### src/rtl/gsensor_pkg.sv
// ---------------------------------------------------------------------------
// gsensor_pkg
//   Shared definitions for the ADXL345-style SPI responder.
//   - Register addresses of the emulated register map.
//   - Transaction state enum (IDLE, CMD, RDATA, WDATA).
//   - Command byte bit positions and control-register bit positions.
//   - Debug struct that exposes the FSM and conditioned SPI lines.
//   - Address classification helpers shared by the responder.
// ---------------------------------------------------------------------------
package gsensor_pkg;

  // Register map addresses (6-bit address space).
  localparam logic [5:0] ADDR_DEVID       = 6'h00;
  localparam logic [5:0] ADDR_RW_LO       = 6'h1D;
  localparam logic [5:0] ADDR_RW_HI       = 6'h2F;
  localparam logic [5:0] ADDR_RO_2B       = 6'h2B;
  localparam logic [5:0] ADDR_INT_ENABLE  = 6'h2E;
  localparam logic [5:0] ADDR_INT_SOURCE  = 6'h30;
  localparam logic [5:0] ADDR_DATA_FORMAT = 6'h31;
  localparam logic [5:0] ADDR_DATAX0      = 6'h32;
  localparam logic [5:0] ADDR_DATAX1      = 6'h33;
  localparam logic [5:0] ADDR_DATAY0      = 6'h34;
  localparam logic [5:0] ADDR_DATAY1      = 6'h35;
  localparam logic [5:0] ADDR_DATAZ0      = 6'h36;
  localparam logic [5:0] ADDR_DATAZ1      = 6'h37;
  localparam logic [5:0] ADDR_SPARE0      = 6'h38;
  localparam logic [5:0] ADDR_SPARE1      = 6'h39;

  // Command byte layout: R/W | MB | A5..A0.
  localparam int CMD_RW_BIT   = 7;
  localparam int CMD_MB_BIT   = 6;
  localparam int CMD_ADDR_MSB = 5;

  // Control bits inside registers.
  localparam int FMT_SPI3_BIT       = 6;  // DATA_FORMAT.SPI: 1 = 3-wire
  localparam int INT_DATA_READY_BIT = 7;  // INT_SOURCE / INT_ENABLE

  typedef enum logic [1:0] {
    IDLE  = 2'd0,
    CMD   = 2'd1,
    RDATA = 2'd2,
    WDATA = 2'd3
  } spi_state_e;

  // Observation struct for checkers.
  typedef struct packed {
    spi_state_e  state;
    logic [2:0]  bit_cnt;
    logic [5:0]  addr;
    logic        sclk_lvl;
    logic        sdi_rise;
    logic        sdi_fall;
  } spi_dbg_t;

  // Registers that accept writes from the initiator.
  function automatic logic is_writable(input logic [5:0] a);
    return ((a >= ADDR_RW_LO) && (a <= ADDR_RW_HI) && (a != ADDR_RO_2B)) ||
           (a == ADDR_DATA_FORMAT) || (a == ADDR_SPARE0) || (a == ADDR_SPARE1);
  endfunction

  // Acceleration data registers (snapshot-backed, clear DATA_READY on read).
  function automatic logic is_data_addr(input logic [5:0] a);
    return (a >= ADDR_DATAX0) && (a <= ADDR_DATAZ1);
  endfunction

endpackage

### src/rtl/spi_input_sync.sv
// ---------------------------------------------------------------------------
// spi_input_sync
//   Brings one asynchronous SPI pin into the clk domain and detects edges.
//   Ports:
//     clk     - system clock
//     rst     - synchronous active-low reset
//     din_i   - asynchronous pin
//     level_o - synchronized level (last synchronizer stage)
//     rise_o  - 1-clk pulse on a synchronized 0->1 transition
//     fall_o  - 1-clk pulse on a synchronized 1->0 transition
//   The edge pulses are visible after STAGES clocks and are acted upon by
//   the consumer on the following edge, giving STAGES+1 clk of latency.
//   STAGES must be at least 1.
// ---------------------------------------------------------------------------
module spi_input_sync #(
  parameter int   STAGES  = 2,
  parameter logic RST_VAL = 1'b1
) (
  input  logic clk,
  input  logic rst,
  input  logic din_i,
  output logic level_o,
  output logic rise_o,
  output logic fall_o
);

  logic [STAGES-1:0] sync_q;
  logic              prev_q;

  always_ff @(posedge clk) begin
    if (!rst) begin
      sync_q <= {STAGES{RST_VAL}};
      prev_q <= RST_VAL;
    end else begin
      sync_q[0] <= din_i;
      for (int i = 1; i < STAGES; i++) begin
        sync_q[i] <= sync_q[i-1];
      end
      prev_q <= sync_q[STAGES-1];
    end
  end

  assign level_o = sync_q[STAGES-1];
  assign rise_o  = sync_q[STAGES-1] & ~prev_q;
  assign fall_o  = ~sync_q[STAGES-1] & prev_q;

endmodule

### src/rtl/gsensor_spi_responder.sv
// ---------------------------------------------------------------------------
// gsensor_spi_responder
//   Emulates the ADXL345 SPI register interface (mode 3, 4-wire or 3-wire)
//   so the accelerometer initiator can be exercised without the real part.
//   Ports:
//     clk, rst               - system clock, synchronous active-low reset
//     spi_cs_n, spi_sclk     - chip select and SPI clock from the initiator
//     spi_sdi                - MOSI (4-wire) / SDIO input (3-wire)
//     sdi_out, sdi_oe        - SDIO drive and its enable (3-wire reads)
//     sdo_out, sdo_oe        - MISO drive and its enable (4-wire reads)
//     sample_x/y/z           - signed 16-bit test samples
//     sample_valid           - 1-clk strobe: latch samples, set DATA_READY
//     int1                   - INT_SOURCE[7] & INT_ENABLE[7]
//     busy                   - synchronized chip select is low
//     dbg                    - FSM state and conditioned lines for checkers
//
//   Handshake: there is no valid/ready pair here; a transaction is framed by
//   cs low, bits are sampled on synchronized sclk rise and shifted out on
//   synchronized sclk fall. A completed data byte is acted upon in the clk
//   after its 8th rise (write commit, or load of the next read byte).
// ---------------------------------------------------------------------------
module gsensor_spi_responder
  import gsensor_pkg::*;
#(
  parameter logic [7:0] DEVID_VAL   = 8'hE5,
  parameter int         SYNC_STAGES = 2
) (
  input  logic        clk,
  input  logic        rst,
  input  logic        spi_cs_n,
  input  logic        spi_sclk,
  input  logic        spi_sdi,
  output logic        sdi_out,
  output logic        sdi_oe,
  output logic        sdo_out,
  output logic        sdo_oe,
  input  logic [15:0] sample_x,
  input  logic [15:0] sample_y,
  input  logic [15:0] sample_z,
  input  logic        sample_valid,
  output logic        int1,
  output logic        busy,
  output spi_dbg_t    dbg
);

  // -------------------------------------------------------------------------
  // Input conditioning
  // -------------------------------------------------------------------------
  logic cs_lvl, cs_rise, cs_fall;
  logic sclk_lvl, sclk_rise, sclk_fall;
  logic sdi_lvl, sdi_rise, sdi_fall;

  spi_input_sync #(.STAGES(SYNC_STAGES), .RST_VAL(1'b1)) u_sync_cs (
    .clk     (clk),
    .rst     (rst),
    .din_i   (spi_cs_n),
    .level_o (cs_lvl),
    .rise_o  (cs_rise),
    .fall_o  (cs_fall)
  );

  spi_input_sync #(.STAGES(SYNC_STAGES), .RST_VAL(1'b1)) u_sync_sclk (
    .clk     (clk),
    .rst     (rst),
    .din_i   (spi_sclk),
    .level_o (sclk_lvl),
    .rise_o  (sclk_rise),
    .fall_o  (sclk_fall)
  );

  spi_input_sync #(.STAGES(SYNC_STAGES), .RST_VAL(1'b0)) u_sync_sdi (
    .clk     (clk),
    .rst     (rst),
    .din_i   (spi_sdi),
    .level_o (sdi_lvl),
    .rise_o  (sdi_rise),
    .fall_o  (sdi_fall)
  );

  // -------------------------------------------------------------------------
  // State
  // -------------------------------------------------------------------------
  spi_state_e  state_q;
  logic [2:0]  bit_cnt_q;
  logic [7:0]  shift_in_q;
  logic [7:0]  shift_out_q;
  logic [5:0]  addr_q;
  logic        mb_q;
  logic        rd_pend_q;   // load next read byte this clk
  logic        wr_pend_q;   // commit shift_in_q to addr_q this clk
  logic        out_bit_q;
  logic        sdi_oe_q;
  logic        sdo_oe_q;

  logic [7:0]  rw_q [0:63]; // only writable addresses are ever updated
  logic [47:0] hold_q;      // {Z, Y, X} latched on sample_valid
  logic [47:0] snap_q;      // {Z1,Z0,Y1,Y0,X1,X0} copied on cs fall
  logic        data_ready_q;

  logic [7:0]  cmd_byte;
  logic        fmt_3wire;
  logic [7:0]  rd_byte;
  logic [2:0]  data_idx;

  // Command byte including the bit arriving on this rise.
  assign cmd_byte  = {shift_in_q[6:0], sdi_lvl};
  assign fmt_3wire = rw_q[ADDR_DATA_FORMAT][FMT_SPI3_BIT];

  // 0x32..0x37 map to snapshot bytes 0..5.
  assign data_idx = addr_q[2:0] - 3'd2;

  always_comb begin
    rd_byte = 8'h00;
    if (addr_q == ADDR_DEVID) begin
      rd_byte = DEVID_VAL;
    end else if (addr_q == ADDR_INT_SOURCE) begin
      rd_byte = {data_ready_q, 7'b0};
    end else if (is_data_addr(addr_q)) begin
      rd_byte = snap_q[{data_idx, 3'b000} +: 8];
    end else if (is_writable(addr_q)) begin
      rd_byte = rw_q[addr_q];
    end
  end

  // -------------------------------------------------------------------------
  // Transaction FSM
  // -------------------------------------------------------------------------
  always_ff @(posedge clk) begin
    if (!rst) begin
      state_q     <= IDLE;
      bit_cnt_q   <= 3'd0;
      shift_in_q  <= 8'h00;
      shift_out_q <= 8'h00;
      addr_q      <= 6'h00;
      mb_q        <= 1'b0;
      rd_pend_q   <= 1'b0;
      wr_pend_q   <= 1'b0;
      out_bit_q   <= 1'b0;
      sdi_oe_q    <= 1'b0;
      sdo_oe_q    <= 1'b0;
    end else begin
      rd_pend_q <= 1'b0;
      wr_pend_q <= 1'b0;

      // Byte-boundary actions scheduled by the previous clk.
      if (rd_pend_q) begin
        shift_out_q <= rd_byte;
      end
      if ((rd_pend_q || wr_pend_q) && mb_q) begin
        addr_q <= addr_q + 6'd1;   // wraps 0x3F -> 0x00
      end

      unique case (state_q)
        IDLE: begin
          if (cs_fall) begin
            state_q   <= CMD;
            bit_cnt_q <= 3'd0;
          end
        end

        CMD: begin
          if (sclk_rise) begin
            shift_in_q <= cmd_byte;
            bit_cnt_q  <= bit_cnt_q + 3'd1;
            if (bit_cnt_q == 3'd7) begin
              addr_q <= cmd_byte[CMD_ADDR_MSB:0];
              mb_q   <= cmd_byte[CMD_MB_BIT];
              if (cmd_byte[CMD_RW_BIT]) begin
                state_q   <= RDATA;
                rd_pend_q <= 1'b1;
                sdi_oe_q  <= fmt_3wire;
                sdo_oe_q  <= ~fmt_3wire;
              end else begin
                state_q <= WDATA;
              end
            end
          end
        end

        RDATA: begin
          if (sclk_fall) begin
            out_bit_q   <= shift_out_q[7];
            shift_out_q <= {shift_out_q[6:0], 1'b0};
          end
          if (sclk_rise) begin
            bit_cnt_q <= bit_cnt_q + 3'd1;
            if (bit_cnt_q == 3'd7) begin
              rd_pend_q <= 1'b1;
            end
          end
        end

        WDATA: begin
          if (sclk_rise) begin
            shift_in_q <= {shift_in_q[6:0], sdi_lvl};
            bit_cnt_q  <= bit_cnt_q + 3'd1;
            if (bit_cnt_q == 3'd7) begin
              wr_pend_q <= 1'b1;
            end
          end
        end
      endcase

      // cs rise ends the transaction from any state; an incomplete byte
      // never raised wr_pend_q, so it is simply dropped.
      if (cs_rise) begin
        state_q   <= IDLE;
        bit_cnt_q <= 3'd0;
        out_bit_q <= 1'b0;
        sdi_oe_q  <= 1'b0;
        sdo_oe_q  <= 1'b0;
      end
    end
  end

  // -------------------------------------------------------------------------
  // Register file, sample holding, snapshot and DATA_READY
  // -------------------------------------------------------------------------
  always_ff @(posedge clk) begin
    if (!rst) begin
      for (int i = 0; i < 64; i++) begin
        rw_q[i] <= 8'h00;
      end
      hold_q       <= 48'h0;
      snap_q       <= 48'h0;
      data_ready_q <= 1'b0;
    end else begin
      if (wr_pend_q && is_writable(addr_q)) begin
        rw_q[addr_q] <= shift_in_q;
      end
      // Snapshot uses the holding value from before any same-clk strobe.
      if ((state_q == IDLE) && cs_fall) begin
        snap_q <= hold_q;
      end
      if (sample_valid) begin
        hold_q <= {sample_z, sample_y, sample_x};
      end
      // Set has priority over the read-triggered clear.
      if (sample_valid) begin
        data_ready_q <= 1'b1;
      end else if (rd_pend_q && is_data_addr(addr_q)) begin
        data_ready_q <= 1'b0;
      end
    end
  end

  // -------------------------------------------------------------------------
  // Outputs
  // -------------------------------------------------------------------------
  assign sdi_out = out_bit_q;
  assign sdo_out = out_bit_q;
  assign sdi_oe  = sdi_oe_q;
  assign sdo_oe  = sdo_oe_q;
  assign int1    = data_ready_q & rw_q[ADDR_INT_ENABLE][INT_DATA_READY_BIT];
  assign busy    = ~cs_lvl;

  assign dbg.state    = state_q;
  assign dbg.bit_cnt  = bit_cnt_q;
  assign dbg.addr     = addr_q;
  assign dbg.sclk_lvl = sclk_lvl;
  assign dbg.sdi_rise = sdi_rise;
  assign dbg.sdi_fall = sdi_fall;

endmodule

### config.mk
export PLATFORM = sky130hd
export DESIGN_NAME = gsensor_spi_responder
export DESIGN_NICKNAME = d
export VERILOG_FILES = /design/src/rtl/gsensor_pkg.sv /design/src/rtl/spi_input_sync.sv /design/src/rtl/gsensor_spi_responder.sv
export SDC_FILE = /design/constraint.sdc
export NUM_CORES = 1
export LEC_CHECK = 0
export ABC_CLOCK_PERIOD_IN_PS = 3100
export BUFFER_PORTS_ARGS = -buffer_cell sky130_fd_sc_hd__buf_2
export CAP_MARGIN = 30
export CORE_AREA = 2 2 231 233
export DETAILED_ROUTE_END_ITERATION = 7
export DIE_AREA = 0 0 233 235
export HOLD_SLACK_MARGIN = 0.06
export REMOVE_ABC_BUFFERS = 1
export SLEW_MARGIN = 25
export SYNTH_ARGS = -nofsm -noshare
export SYNTH_HDL_FRONTEND = slang
export SYNTH_SLANG_ARGS = --single-unit
### constraint.sdc
create_clock -name clk -period 3.1 [get_ports clk]
set_input_delay 0.31 -clock clk [delete_from_list [all_inputs] [get_ports clk]]
set_output_delay 0.31 -clock clk [all_outputs]
set_load 0.1 [all_outputs]
# Word-level counts from Yosys, hierarchy flattened
# Memory sizes are Yosys's and may differ from the RTL's. A register that Yosys moved wholly into a read port is not among the register bits.
# Cells that the tools add are included.
# word_totals
ff_bits	139
latch_bits	0
ramBits	512
mem_bits_ro	0
inputBits	54
out_inout_bits	20
elab_cells	118
n_memories	1
# op_classes
add_sub_neg	3
multipliers	0
div_mod_pow	0
n_lt_le_gt_ge	4
n_eq_ne	13
n_shift	1
mux	35
n_bitwise	15
reduce_logical	26
# mem_list
name	depth	width	rd	rd_clocked_by_memory_dff	wr	line	source
rw_q	64	8	3	1	64	gsensor_spi_responder.sv:95	logic [7:0] rw_q [0:63];
# ops
operator	count
2-to-1 mux 8 bit	8
indexed part select 48 x 7 -> 8 bit	1
2-to-1 mux 6 bit	6
equality test 6 bit (second input constant)	4
2-to-1 mux 1 bit	13
<= comparator 6 bit (second input constant)	2
NOT 1 bit	8
AND reduction 2 bit	4
AND reduction 4 bit	2
OR reduction 8 bit	1
AND 1 bit	7
logical AND 1 bit	7
adder 6 x 1 -> 6 bit (second input constant)	1
greater-or-equal comparator 6 x 5 -> 1 bit (second input constant)	1
greater-or-equal comparator 6 bit (second input constant)	1
zero test 6 bit	1
2-to-1 mux 2 bit	3
2-to-1 mux 3 bit	2
!= test 2 bit (second input constant)	3
!= test 6 bit (second input constant)	1
one-hot mux 3 bit (2 select lines)	1
equality test 2 bit (second input constant)	2
logical OR 1 bit	4
one-hot mux 2 bit (2 select lines)	1
11 further kinds	13

# Depth between registers and ports, before layout
# depth
depth_word	13
ltp_mapped	13

# Modules after synthesis
# From an unflattened synthesis, not the netlist that was laid out.
# unflattened
cells_unflattened	1746
area_unflattened_um2	22860.7
# by_module_without_submodules
module	n_inst	cells_per_inst	area_per_inst_um2	seq_area_each_um2
gsensor_spi_responder	1	1722	22586.7	13893.3
spi_input_sync	3	8	91.3	60.1

# Worst setup path before layout
# Ideal clock, no wire load.
# synth_timing
path_type	register to register
startpoint	reg addr_q[1]
endpoint	mem rw_q[28][0], enable pin
setup_time_ns	0.384
t_arrival_ns	3.743
t_required_ns	2.716
path_slack_ns	-1.027
stages_incl_launch_ff	11
synth_period_minus_slack_ns	4.127
path_cell_list	dfxtp_1 buf_2 buf_2 buf_2 inv_2 ha_1 nor2b_1 nor3_1 nand3_1 clkbuf_1 o21ai_0
# synth_rtl
element	line	source
start: declaration	gsensor_spi_responder.sv:87	logic [5:0] addr_q;
start signal: assignment	gsensor_spi_responder.sv:150	addr_q <= addr_q + 6'd1;
start signal: assignment	gsensor_spi_responder.sv:166	addr_q <= cmd_byte[CMD_ADDR_MSB:0];
end: declaration	gsensor_spi_responder.sv:95	

==> flow_metrics.env <==
export IMPL_synth_flop_cell="edfxtp_1"
export IMPL_grtUsageMet3=0.0342
export IMPL_worst_hold_slack_ns=0.160
export IMPL_netlist_area_um2=23200
export IMPL_cts_setup_buffers=0
export IMPL_crit_path_end_kind="register"
export IMPL_ys_warn_count=0
export IMPL_synth_top_area_frac=0.501
export IMPL_num_io_pins=74
export IMPL_use_met2=0.353
export IMPL_drive_gt1_frac=0.174
export IMPL_synth_distinct_cells=57
export IMPL_final_nets=2029
export IMPL_met1_usage=0.289
export IMPL_gp_congestion=0.877
export IMPL_finalPower_mw=15.0
export IMPL_cts_tree="yes"
export IMPL_layout_setup_ws_ns=0.359
export IMPL_postSynthAreaPerCell_um2=13.4
export IMPL_crit_fanout=45
export IMPL_clkTransAtPathRegs_ns=0.06
export IMPL_hold_buffers=51
export IMPL_status="finished clean"
export IMPL_fmax_mhz=365
export IMPL_maxCapViolations=0
export IMPL_cp_arrival_ns=3.22
export IMPL_overflow=0
export IMPL_port_buffers=73
export IMPL_chipWidth_um=233
export IMPL_initial_core_util=0.445
export IMPL_synth_yosys_seq_area_share=0.621
export IMPL_ctsLongestPathBuffers=3
export IMPL_antenna_left=0
export IMPL_fin_util=0.520
export IMPL_num_vias=14200
export IMPL_final_hold_viol_count=0
export IMPL_powerDensity_nw_per_um2=551
export IMPL_async_flop_share=0
export IMPL_min_period_over_period=0.884
export IMPL_place_ws_ns=0.360
export IMPL_dr_pass1_iters=5
export IMPL_grt_max_degree=108
export IMPL_core_um2=52200
export IMPL_place_area_um2=24900
export IMPL_antenna_found_initial=0
export IMPL_antenna_diode_count=0
export IMPL_fin_area_um2=27200
export IMPL_ctsResizeCount=0
export IMPL_vdd_ir_drop_max_uv=441
export IMPL_cts_sinks=527
export IMPL_cts_buffers=56
export IMPL_viasPerCell=5.27
export IMPL_drv_slew=0
export IMPL_die_area_um2=54800
export IMPL_remaining_drc_errors=0
export IMPL_synth_cells=1730
export IMPL_yosysTopAreaCell="edfxtp_1"
export IMPL_wire_per_inst_um=21.6
export IMPL_criticalPathCategory="reg2reg"
export IMPL_cp_required_ns=3.58
export IMPL_root_buffer="clkbuf_16"
export IMPL_clock_latency_ns=0.61
export IMPL_grt_pass1_vias=14400
export IMPL_drt_iter0_drc=1054
export IMPL_dpl_hpwl_um=38200
export IMPL_start_kind="register"
export IMPL_synth_edf_count=388
export IMPL_htree_levels=2
export IMPL_areaGrowthSynthToFinish_pct=16.9
export IMPL_wirelength_um=58000
export IMPL_grt_pass1_wl_um=87500
export IMPL_rsz0062_at_grt="false"
export IMPL_grt_usage=0.215
export IMPL_top_usage_layer="met2"
export IMPL_rows=84
export IMPL_min_path_type="in2reg"
export IMPL_netlist_top_cells_area="edfxtp_1, dfxtp_1, mux4_2, and2_1, mux2i_1"
export IMPL_tightest_slew_ns=0.981
export IMPL_period_minus_slack_ns=2.74
export IMPL_skew_ns=0.0194
export IMPL_p_leak_nw=9.72
export IMPL_chipHeight_um=235
export IMPL_setup_violations=0
export IMPL_slew_headroom=0.346
export IMPL_ys_ff_latch=527
export IMPL_num_fill_cells=4406
-- layout make-up --
cell class	count	area, um2	share of cell area
repair buffers	212	1610	0.0593
multi-input cells	1129	8400	0.309
clock buffers	84	1630	0.0602
well taps	688	861	0.0317
inverters	34	129	0.00474
clock inverters	16	81.3	0.00299
flip-flops and latches	527	14400	0.532
-- synthesized netlist by cell type (8+ instances only) --
library cell / n
nand2_1: 132
and2_1: 308
o21ai_0: 55
edfxtp_1: 388
a21oi_1: 66
buf_1: 14
nand2b_1: 14
a211oi_1: 11
mux2i_1: 93
buf_4: 9
dfxtp_1: 139
buf_2: 13
nor3_1: 14
nor2_1: 128
mux4_2: 97
a22oi_1: 9
inv_1: 30
ha_1: 15
clkbuf_1: 78
nor2b_1: 10
nand3_1: 16
mux4_1: 12
buf_6: 8
-- per-stage QoR --
step,TNS (ns),std cells
finish,0,2690
global route,0,2690
CTS,0,2689
detailed placement,0,2538
global placement,0,2538
floorplan,-3409.03,1690
-- path summary, 6_finish.rpt --
check	startpoint	end	slack, ns	cells after the start
max	addr_q[0]	rw_q[25][0]	0.36	8
min	sample_valid	hold_q[18]	0.16	3
max reg2reg	addr_q[0]	rw_q[25][0]	0.36	8
min reg2reg	u_sync_sclk.sync_q[0]	u_sync_sclk.sync_q[1]	0.42	1
-- routing by layer --
layer / share of wire / wire length [um] / vias to the layer above
met5: 0 / 0 / -
met4: 0.030 / 1750 / 0
met3: 0.055 / 3170 / 102
met2: 0.48 / 28000 / 393
met1: 0.43 / 25100 / 7040
li1: - / - / 6641
-- cell families after synthesis --
logic type / share of synthesized area
flip-flops: 0.621
XOR/XNOR: 0.00188
multiplexers: 0.148
AO/OA/AOI/OAI: 0.0451
adder cells (fa/ha/maj): 0.00808
AND/OR/NAND/NOR: 0.145
buffers and inverters: 0.0308
other: 0.000161
-- critical path: stages (launching register included) --
cell and delay, ns:
dfxtp_4 0.40, buf_12 0.34, ha_1 0.24, nor2b_1 0.05, nor3_1 0.23, buf_4 0.19
nand3_1 0.38, nor2_1 0.58, and2_1 0.20
-- flip-flops by register name, indices dropped and copies added, names as in the netlist, 2 cells and up --
name and cells:
state_q 2, shift_out_q 8, u_sync_cs.sync_q 2, hold_q 48, u_sync_sdi.sync_q 2, rw_q 388
shift_in_q 8, u_sync_sclk.sync_q 2, snap_q 48, bit_cnt_q 3, addr_q 6
-- cell usage in the layout, fill, tap and decap left out, drive strengths merged, types with 2 or more instances in the layout --
cell and instances:
a2111oi 2, a211oi 11, a21oi 66, a221oi 3
a22oi 9, a311oi 6, a31oi 5, and2 309
and3 4, buf 161, clkbuf 84, clkinv 16
conb 84, dfxtp 139, dlygate4sd3 51, edfxtp 388
ha 15, inv 34, mux2i 93, mux4 109
nand2 133, nand2b 14, nand3 16, nand4 2
nor2 128, nor2b 10, nor3 14, nor4 5
o211ai 6, o21ai 56, o22ai 5, o41ai 2
or3 5, xnor2 4
-- report_power, final --
group          total, mW  internal [mW]  switching [mW]  leakage, nW
clock network       6.29           3.61            2.68        0.845
logic              0.649          0.282           0.367         4.03
registers           8.02           7.90           0.116         4.84
No activity file was read; power rests on OpenSTA's default activity.
